## src/rtl/snake_motion_engine.sv

```systemverilog
// Snake 1 game-state engine: head, 10-slot body, length, score and stage on a 40x40 board.
// Build option: define SNAKE_WRAP_EN to wrap the snake around the board edges instead of ending the game.
module snake_motion_engine #(
    parameter int MOVE_DIV  = 2500000,
    parameter int START_POS = 820,
    parameter int INIT_LEN  = 3,
    parameter int MAX_LEN   = 10,
    parameter int EMPTY     = 2047
) (
    input  logic         iVGA_CLK,
    input  logic         iRST_n,
    input  logic         iStart,
    input  logic         up,
    input  logic         down,
    input  logic         left,
    input  logic         right,
    input  logic [10:0]  iApplePos,
    output logic [10:0]  oHead,
    output logic [109:0] oBody,
    output logic [3:0]   oLength,
    output logic [1:0]   oStage,
    output logic [19:0]  oScore,
    output logic         oAppleEaten,
    output logic [629:0] snake_data
);

    localparam int              CNT_W     = (MOVE_DIV > 1) ? $clog2(MOVE_DIV) : 1;
    localparam logic [CNT_W-1:0] CNT_LAST = CNT_W'(MOVE_DIV - 1);
    localparam logic [10:0]     START_W   = 11'(START_POS);
    localparam logic [10:0]     EMPTY_W   = 11'(EMPTY);
    localparam logic [3:0]      INIT_W    = 4'(INIT_LEN);
    localparam logic [3:0]      MAX_W     = 4'(MAX_LEN);
    localparam logic [19:0]     SCORE_MAX = 20'd999999;

    typedef enum logic [1:0] {
        ST_IDLE = 2'd0,
        ST_PLAY = 2'd2,
        ST_OVER = 2'd3
    } stage_t;

    typedef enum logic [1:0] {
        DIR_UP,
        DIR_DOWN,
        DIR_LEFT,
        DIR_RIGHT
    } dir_t;

    stage_t           stage, stage_n;
    dir_t             dir, dir_n, pending, pending_n, pending_eff, req;
    logic [10:0]      head, head_n, next_pos;
    logic [10:0]      body [MAX_LEN];
    logic [10:0]      body_n [MAX_LEN];
    logic [3:0]       length, length_n;
    logic [19:0]      score, score_n;
    logic             eaten, eaten_n;
    logic [CNT_W-1:0] cnt, cnt_n;
    logic [5:0]       col;
    logic             req_valid, edge_hit, wall, eat, self_hit;

    function automatic dir_t opposite(input dir_t d);
        case (d)
            DIR_UP:   return DIR_DOWN;
            DIR_DOWN: return DIR_UP;
            DIR_LEFT: return DIR_RIGHT;
            default:  return DIR_LEFT;
        endcase
    endfunction

    always_ff @(posedge iVGA_CLK or negedge iRST_n) begin
        if (!iRST_n) begin
            stage   <= ST_IDLE;
            head    <= START_W;
            for (int i = 0; i < MAX_LEN; i++) body[i] <= EMPTY_W;
            length  <= 4'd0;
            score   <= 20'd0;
            eaten   <= 1'b0;
            dir     <= DIR_RIGHT;
            pending <= DIR_RIGHT;
            cnt     <= '0;
        end else begin
            stage   <= stage_n;
            head    <= head_n;
            for (int i = 0; i < MAX_LEN; i++) body[i] <= body_n[i];
            length  <= length_n;
            score   <= score_n;
            eaten   <= eaten_n;
            dir     <= dir_n;
            pending <= pending_n;
            cnt     <= cnt_n;
        end
    end

    // Direction request and candidate cell; the edge case also yields the wrapped cell.
    always_comb begin
        req_valid = 1'b1;
        req       = DIR_RIGHT;
        if (up)         req = DIR_UP;
        else if (down)  req = DIR_DOWN;
        else if (left)  req = DIR_LEFT;
        else if (right) req = DIR_RIGHT;
        else            req_valid = 1'b0;
        pending_eff = (req_valid && req != opposite(dir)) ? req : pending;

        col      = 6'(head % 11'd40);
        edge_hit = 1'b0;
        next_pos = head;
        case (pending_eff)
            DIR_UP: begin
                edge_hit = (head < 11'd40);
                next_pos = edge_hit ? head + 11'd1560 : head - 11'd40;
            end
            DIR_DOWN: begin
                edge_hit = (head >= 11'd1560);
                next_pos = edge_hit ? head - 11'd1560 : head + 11'd40;
            end
            DIR_LEFT: begin
                edge_hit = (col == 6'd0);
                next_pos = edge_hit ? head + 11'd39 : head - 11'd1;
            end
            default: begin
                edge_hit = (col == 6'd39);
                next_pos = edge_hit ? head - 11'd39 : head + 11'd1;
            end
        endcase
`ifdef SNAKE_WRAP_EN
        wall = 1'b0;
`else
        wall = edge_hit;
`endif

        eat      = (next_pos == iApplePos);
        self_hit = 1'b0;
        for (int i = 0; i < MAX_LEN; i++) begin
            if (4'(i) < length && body[i] == next_pos && (eat || 4'(i) != length - 4'd1))
                self_hit = 1'b1;
        end
    end

    // Stage machine and all registered game-state updates.
    always_comb begin
        stage_n   = stage;
        head_n    = head;
        for (int i = 0; i < MAX_LEN; i++) body_n[i] = body[i];
        length_n  = length;
        score_n   = score;
        eaten_n   = 1'b0;
        dir_n     = dir;
        pending_n = pending;
        cnt_n     = cnt;

        case (stage)
            ST_IDLE, ST_OVER: begin
                if (iStart) begin
                    stage_n   = ST_PLAY;
                    head_n    = START_W;
                    for (int i = 0; i < MAX_LEN; i++)
                        body_n[i] = (i < INIT_LEN) ? START_W - 11'(i + 1) : EMPTY_W;
                    length_n  = INIT_W;
                    score_n   = 20'd0;
                    dir_n     = DIR_RIGHT;
                    pending_n = DIR_RIGHT;
                    cnt_n     = '0;
                end
            end
            ST_PLAY: begin
                pending_n = pending_eff;
                cnt_n     = (cnt == CNT_LAST) ? '0 : cnt + CNT_W'(1);
                if (cnt == CNT_LAST) begin
                    dir_n = pending_eff;
                    if (wall || self_hit) begin
                        stage_n = ST_OVER;
                    end else begin
                        body_n[0] = head;
                        for (int i = 1; i < MAX_LEN; i++) body_n[i] = body[i-1];
                        head_n = next_pos;
                        if (eat) begin
                            eaten_n = 1'b1;
                            if (length < MAX_W)      length_n = length + 4'd1;
                            if (score < SCORE_MAX)   score_n  = score + 20'd1;
                        end else begin
                            for (int i = 0; i < MAX_LEN; i++)
                                if (4'(i) == length) body_n[i] = EMPTY_W;
                        end
                    end
                end
            end
            default: stage_n = ST_IDLE;
        endcase
    end

    always_comb begin
        for (int i = 0; i < MAX_LEN; i++) oBody[11*i +: 11] = body[i];
    end

    assign oHead       = head;
    assign oLength     = length;
    assign oStage      = stage;
    assign oScore      = score;
    assign oAppleEaten = eaten;

    always_comb begin
        snake_data          = '0;
        snake_data[231:200] = {21'd0, head};
        snake_data[295:264] = {28'd0, length};
        snake_data[359:328] = {30'd0, stage};
        snake_data[629:520] = oBody;
    end

endmodule

```

## config.mk

```make
export PLATFORM = sky130hd
export DESIGN_NAME = snake_motion_engine
export DESIGN_NICKNAME = d
export VERILOG_FILES = /design/src/rtl/snake_motion_engine.sv
export SDC_FILE = /design/constraint.sdc
export NUM_CORES = 1
export LEC_CHECK = 0
export BUFFER_PORTS_ARGS = -buffer_cell sky130_fd_sc_hd__buf_2
export CAP_MARGIN = 5
export CORE_AREA = 4 4 308 310
export CTS_CLUSTER_DIAMETER = 50
export CTS_CLUSTER_SIZE = 30
export DETAILED_ROUTE_END_ITERATION = 8
export DIE_AREA = 0 0 312 314
export GPL_ROUTABILITY_DRIVEN = 0
export PLACE_DENSITY = 0.49
export SLEW_MARGIN = 20
export SYNTH_ARGS = -nofsm -noshare
export SYNTH_HDL_FRONTEND = slang
export SYNTH_SLANG_ARGS = --single-unit
export TNS_END_PERCENT = 5
```

## constraint.sdc

```tcl
create_clock -name iVGA_CLK -period 23.9 [get_ports iVGA_CLK]
set_clock_uncertainty 0.15 [all_clocks]
set_input_delay 2.39 -clock iVGA_CLK [delete_from_list [all_inputs] [get_ports iVGA_CLK]]
set_output_delay 2.39 -clock iVGA_CLK [all_outputs]
set_load 0.05 [all_outputs]
```

======== Word-level counts from Yosys, hierarchy flattened ========
Cells that the tools add are included.
word-level totals
  bits in registers ....................... 174
  word-level logic and storage cells ...... 207
  output and inout port bits .............. 778
  input port bits ......................... 18
cells by class
  magnitude comparators ................... 14
  div/mod/pow operators ................... 1
  mux-type cells .......................... 71
  $add $sub $neg .......................... 12
  equal/unequal tests ..................... 45
  reductions and logical operators ........ 46
operators with widths
  kind                     number
  $mux W110                4
  $pmux W110 S2            1
  $mux W11                 17
  $eq A11 B11 Y1           11
  $mux W20                 5
  $mux W22                 2
  $pmux W22 S2             1
  $pmux W20 S2             1
  $pmux W11 S3             1
  $add A11 B6 Y11 const B  2
  $add A22 B1 Y22 const B  1
  $eq A22 B22 Y1 const B   1
  $pmux W11 S2             1
  $sub A11 B6 Y11 const B  2
  $logic_and A1 B1 Y1      21
  $add A20 B1 Y20 const B  1
  $lt A20 B20 Y1 const B   1
  $mux W4                  5
  $mux W1                  19
  $eq A3 B4 Y1 const A     4
  $lt A3 B4 Y1 const A     4
  $mux W2                  8
  $ne A3 B4 Y1 const A     4
  $ne A2 B2 Y1 const B     7
  38 further kinds         65

======== Depth between registers and ports, before layout ========
  depth in word-level cells ............... 25
  gate-level depth with buffers ........... 39
  depth with buffers taken out ............ 33

======== Worst setup path after synthesis ========
Ideal clock, no wire load.
  kind .................................... register to register
  start ................................... register head[3], in the netlist oHead[3]
  end ..................................... register score[0], in the netlist oScore[0]
  buffers on the path ..................... 3
  clock period less this slack ............ 8.586 ns
  data required time ...................... 23.622 ns
  slack ................................... 15.314 ns
  arrival time ............................ 8.309 ns
  library setup time ...................... 0.128 ns
  cell stages (with the launch flop) ...... 36
  cell sequence ........................... dfrtp_1 -> clkbuf_1 -> inv_1 -> ha_1 -> and4bb_2 -> a21oi_1 -> xnor2_1 -> a21boi_2 -> buf_4 -> mux2i_1 -> nor4_4 -> o21ai_1 -> a221oi_1 -> o22ai_1 -> o32ai_4 -> nor3_1 -> o21ai_0 -> ha_1 -> o21ai_0 -> o21bai_1 -> a21oi_1 -> a2111oi_0 -> a221oi_1 -> nand2_1 -> xnor2_1 -> or4b_2 -> a2111oi_0 -> a21oi_1 -> nor3b_1 -> nand3_1 -> o2111ai_1 -> o311ai_4 -> o211a_4 -> buf_6 -> nand2_1 -> mux2_1
on the way
  word-level cells in the longest chain between the ends .. 20
  elaborated cells on any way between the ends .. 74
  classes of those cells .................. add/sub (8); div (1); order compare (2); eq/ne (14); mux (16); reduce/logical (33)
RTL lines
  element                                                    RTL line  text
  start: declaration                                         50        logic [10:0] head, head_n, next_pos;
  start signal: assignment                                   82        head <= head_n;
  $mod A11 B6 Y11                                            104       col = 6'(head % 11'd40);
  $eq A6 B6 Y1 or $logic_not A6 Y1 (tied branches)           121, 117
  $mux W11 (on tied branches)                                122, 118
  $pmux W11 S3                                               107       case (pending_eff)
  $eq A11 B11 Y1 (on tied branches)                          134, 131
  $logic_and A1 B1 Y1 or $logic_or A1 B1 Y1 (tied branches)  134       if (4'(i) < length && body[i] == next_pos && (eat || 4'(i) != length - 4'd1))
  $logic_and A1 B1 Y1                                        134
  $mux W1 (10 in a row)                                      134
  $logic_or A1 B1 Y1                                         170       if (wall || self_hit) begin
  $ne A2 B2 Y1 (no line)                                     n/a
  $reduce_and A6 Y1 (no line) (*)                            n/a
  end signal: assignment                                     85        score <= score_n;
  end: declaration                                           54        logic [19:0] score, score_n;
Every way passes the cells marked *; elsewhere a longest branch is shown, timed or not.
A chain may end at the register's enable or synchronous reset.

======== Worst setup path in the final report ========
  start ................................... register head[3], in the netlist oHead[3]
  end ..................................... register body (netlist bit oBody[23])
on the way
  word-level cells in the longest chain between the ends .. 20
  elaborated cells on any way between the ends .. 77
  classes of those cells .................. add/sub (8); div (1); order compare (2); eq/ne (13); mux (20); reduce/logical (33)
RTL lines
  element                                                    RTL line  text
  $mod A11 B6 Y11                                            104
  $eq A6 B6 Y1 or $logic_not A6 Y1 (tied branches)           121, 117
  $mux W11 (on tied branches)                                122, 118
  $pmux W11 S3                                               107
  $eq A11 B11 Y1 (on tied branches)                          134, 131
  $logic_and A1 B1 Y1 or $logic_or A1 B1 Y1 (tied branches)  134
  $logic_and A1 B1 Y1                                        134
  $mux W1 (10 in a row)                                      134
  $logic_or A1 B1 Y1                                         170
  $ne A2 B2 Y1 (no line)                                     n/a
  $reduce_and A4 Y1 (no line)                                n/a
  end: declaration                                           51        logic [10:0] body [MAX_LEN];
Several ways; a longest one is shown, not always the timed one. The select of a mux whose other input is x is not followed.

==> flow_summary_export.csv <==
group,metric,value,unit
synthesis,synth_seq_cells,174,
critical_path,startpoint,"oHead[3]$_DFFE_PN0P_",
synthesis,syn_inst,2109,
critical_path,arrival,11210,ps
critical_path,critical_path_class,"register to register",
global_route,grt_pass1_wl,91180,um
place,io_buffers,292,
timing,min_period,11010,ps
synthesis,avgSynthCellArea,8.118,um^2
global_route,overflow,0,
timing,relSlewSlack,28.24,%
timing,setup_slack,12890,ps
synthesis,yosysTopAreaCellShare,27.84,%
global_route,antenna_found_initial,12,
worst_hold_path,hold_path_startpoint,"pending[1]$_DFFE_PN1P_",
clock_network,tritoncts,"yes",
floorplan,die_x,312,um
place,dpl_worst_slack,12710,ps
critical_path,critPathLaunchType,"register",
timing,timing.fmax,90.82,MHz
critical_path,reg2reg_depth,33,
synthesis,synth.most_common_cell,"buf_4",
global_route,grt.total_usage,12.54,%
timing,final-max-slew-violation-count,0,
timing,tightest_slew,1076,ps
synthesis,synth_cell_types,100,
clock_network,clk_pin_slew,80,ps
drt,drt-initial-drc-count,1141,
floorplan,start_util,18.68,%
cells_and_area,drive_gt1_share,22.93,%
critical_path,worstPathMaxFanout,111,
floorplan,row_count,111,
synthesis,yosysSeqAreaShare,26.30,%
synthesis,synthFlopType,"dfstp_2",
clock_network,post-cts-setup-buffers,0,
synthesis,ys_top_cells_by_count,"635 x buf_4, 138 x nor2_1, 121 x nand2_1",
floorplan,die_area,97970,um^2
drt,viasPerCell,4.016,
floorplan,coreArea,91660,um^2
critical_path,cp_slowest_cell,"a2111oi_0",
drt,drcViolationCount,0,
global_route,grt_max_degree,112,
worst_hold_path,hp-class,"register to register",
critical_path,timing.rr.start,"oHead[3]$_DFFE_PN0P_",
timing,min_period_over_period,46.07,%
floorplan,io_pins,796,
cells_and_area,nets,2275,
cells_and_area,area_delta_synth_final,3.522,%
timing,hold_violations,0,
critical_path,crit_required,24100,ps
clock_network,htreeDepth,4,
timing,setup_tns,0,ps
drt,dr.pass1.iters,5,
clock_network,clockBufferDepth,2,
synthesis,async_reset_ff_share,100.0,%
clock_network,cts_made_buffers,17,
synthesis,synth_area,17120,um^2
synthesis,ys_warn_count,0,
floorplan,die_height,314,um
cells_and_area,nFillCells,10330,
clock_network,cts_root_buf,"clkbuf_16",
drt,wl_per_cell,19.24,um
timing,rsz0062_at_grt,"no",
clock_network,insertion_delay,450,ps
clock_network,postCtsResizedCells,0,
clock_network,cts_hold_buf,0,
worst_hold_path,hold_depth,2,
drt,ant_nets,0,
status,status,"completed",
critical_path,critPathMaxStageDelay,770,ps
synthesis,synth_top_cell_by_area,"buf_4",
timing,setup_viol,0,
clock_network,numClockSinks,174,
synthesis,synthTopCellsByArea,"buf_4 28%, dfstp_2 18%, dfrtp_1 8.0%",
synthesis,synth_edf_count,0,
critical_path,cp-end-kind,"register",
run,maxCapViolCount,0,
drt,wirelength,66150,um
place,dp_hpwl,52440,um
drt,vias,13810,
global_route,grt_pass1_vias,12510,
-- worst max-delay path, delay by kind of cell (launching register included) --
kind,cells,cell delay (ps)
compound gates,21,6230
xor+xnor,1,320
fa+ha+maj,2,770
buf+inv,2,640
flops,1,650
mux,1,170
simple gates,6,1880
-- flip-flops by register name, summed over array words and instances, names as in the netlist --
signal       flops
oHead           11
dir              2
oAppleEaten      1
cnt             22
pending          2
oBody          110
oLength          4
oStage           2
oScore          20
-- cells in the final DEF, fill, tap and decap left out, types with 15 or more instances in the layout --
| cell type | instances |
|---|---|
| o21ai_1 | 49 |
| nand4_1 | 17 |
| nand2b_1 | 15 |
| o21ai_0 | 111 |
| nor2_1 | 138 |
| ha_1 | 23 |
| clkbuf_16 | 17 |
| conb_1 | 503 |
| a21oi_1 | 64 |
| a31oi_1 | 63 |
| o211ai_1 | 19 |
| and3_1 | 35 |
| xor2_1 | 42 |
| dfstp_2 | 119 |
| inv_1 | 83 |
| nor3_1 | 39 |
| nand3_1 | 51 |
| nor2b_1 | 15 |
| nand2_1 | 121 |
| xnor2_1 | 84 |
| nor4_1 | 17 |
| buf_2 | 291 |
| dfrtp_1 | 55 |
| buf_4 | 25 |
-- per-stage QoR --
stage	std cells	util [%]	hold WS, ps	area [um^2]
after CTS	3431	19.28	333.9	17670
after floorplan	2611	-	294.4	19010
final	3438	19.34	332.6	17720
after global routing	3432	19.32	350.5	17710
after detailed placement	3399	18.64	321.5	17090
after global placement	3399	18.64	318.9	17090
-- worst paths after layout --
kind,endpoint,slack (ps)
hold / removal,pending[1]$_DFFE_PN1P_,330
hold reg to reg,pending[1]$_DFFE_PN1P_,330
min in group asynchronous,oScore[7]$_DFFE_PN0P_,1720
max in group asynchronous,oHead[7]$_DFFE_PN0P_,20570
setup / recovery,oBody[23]$_DFFE_PN1P_,12890
setup reg to reg,oBody[23]$_DFFE_PN1P_,12890
-- routing by layer --
metal / routed length (um) / global-route usage (%)
met1: 28930 / 16.94
met5: 45 / 0
met2: 32310 / 21.22
met4: 687 / 2.290
met3: 4173 / 2.139
-- cells by family after synthesis --
group           Yosys count  synth area share [%]
buf+inv                 800                 31.77
simple gates            509                 14.80
compound gates          458                 17.75
flops                   174                 26.30
xor+xnor                128                 6.628
fa+ha+maj                24                 1.798
mux                      15                0.9354
other cells               1               0.02190
-- area by class of cell --
class                      instances  area, um^2  share of cell area (%)
antenna                            6       15.01                 0.08471
clock buffer                      18       439.2                   2.478
clock inverter                    14       145.1                  0.8189
inverter                          85       319.1                   1.800
multi-input combinational       1637        9136                   51.55
sequential                       174        4503                   25.41
tap                             1186        1484                   8.372
timing repair buffer             318        1683                   9.495
Power is not shown: default switching activity piles up to over one toggle a cycle in this logic, so the estimate is an artifact.
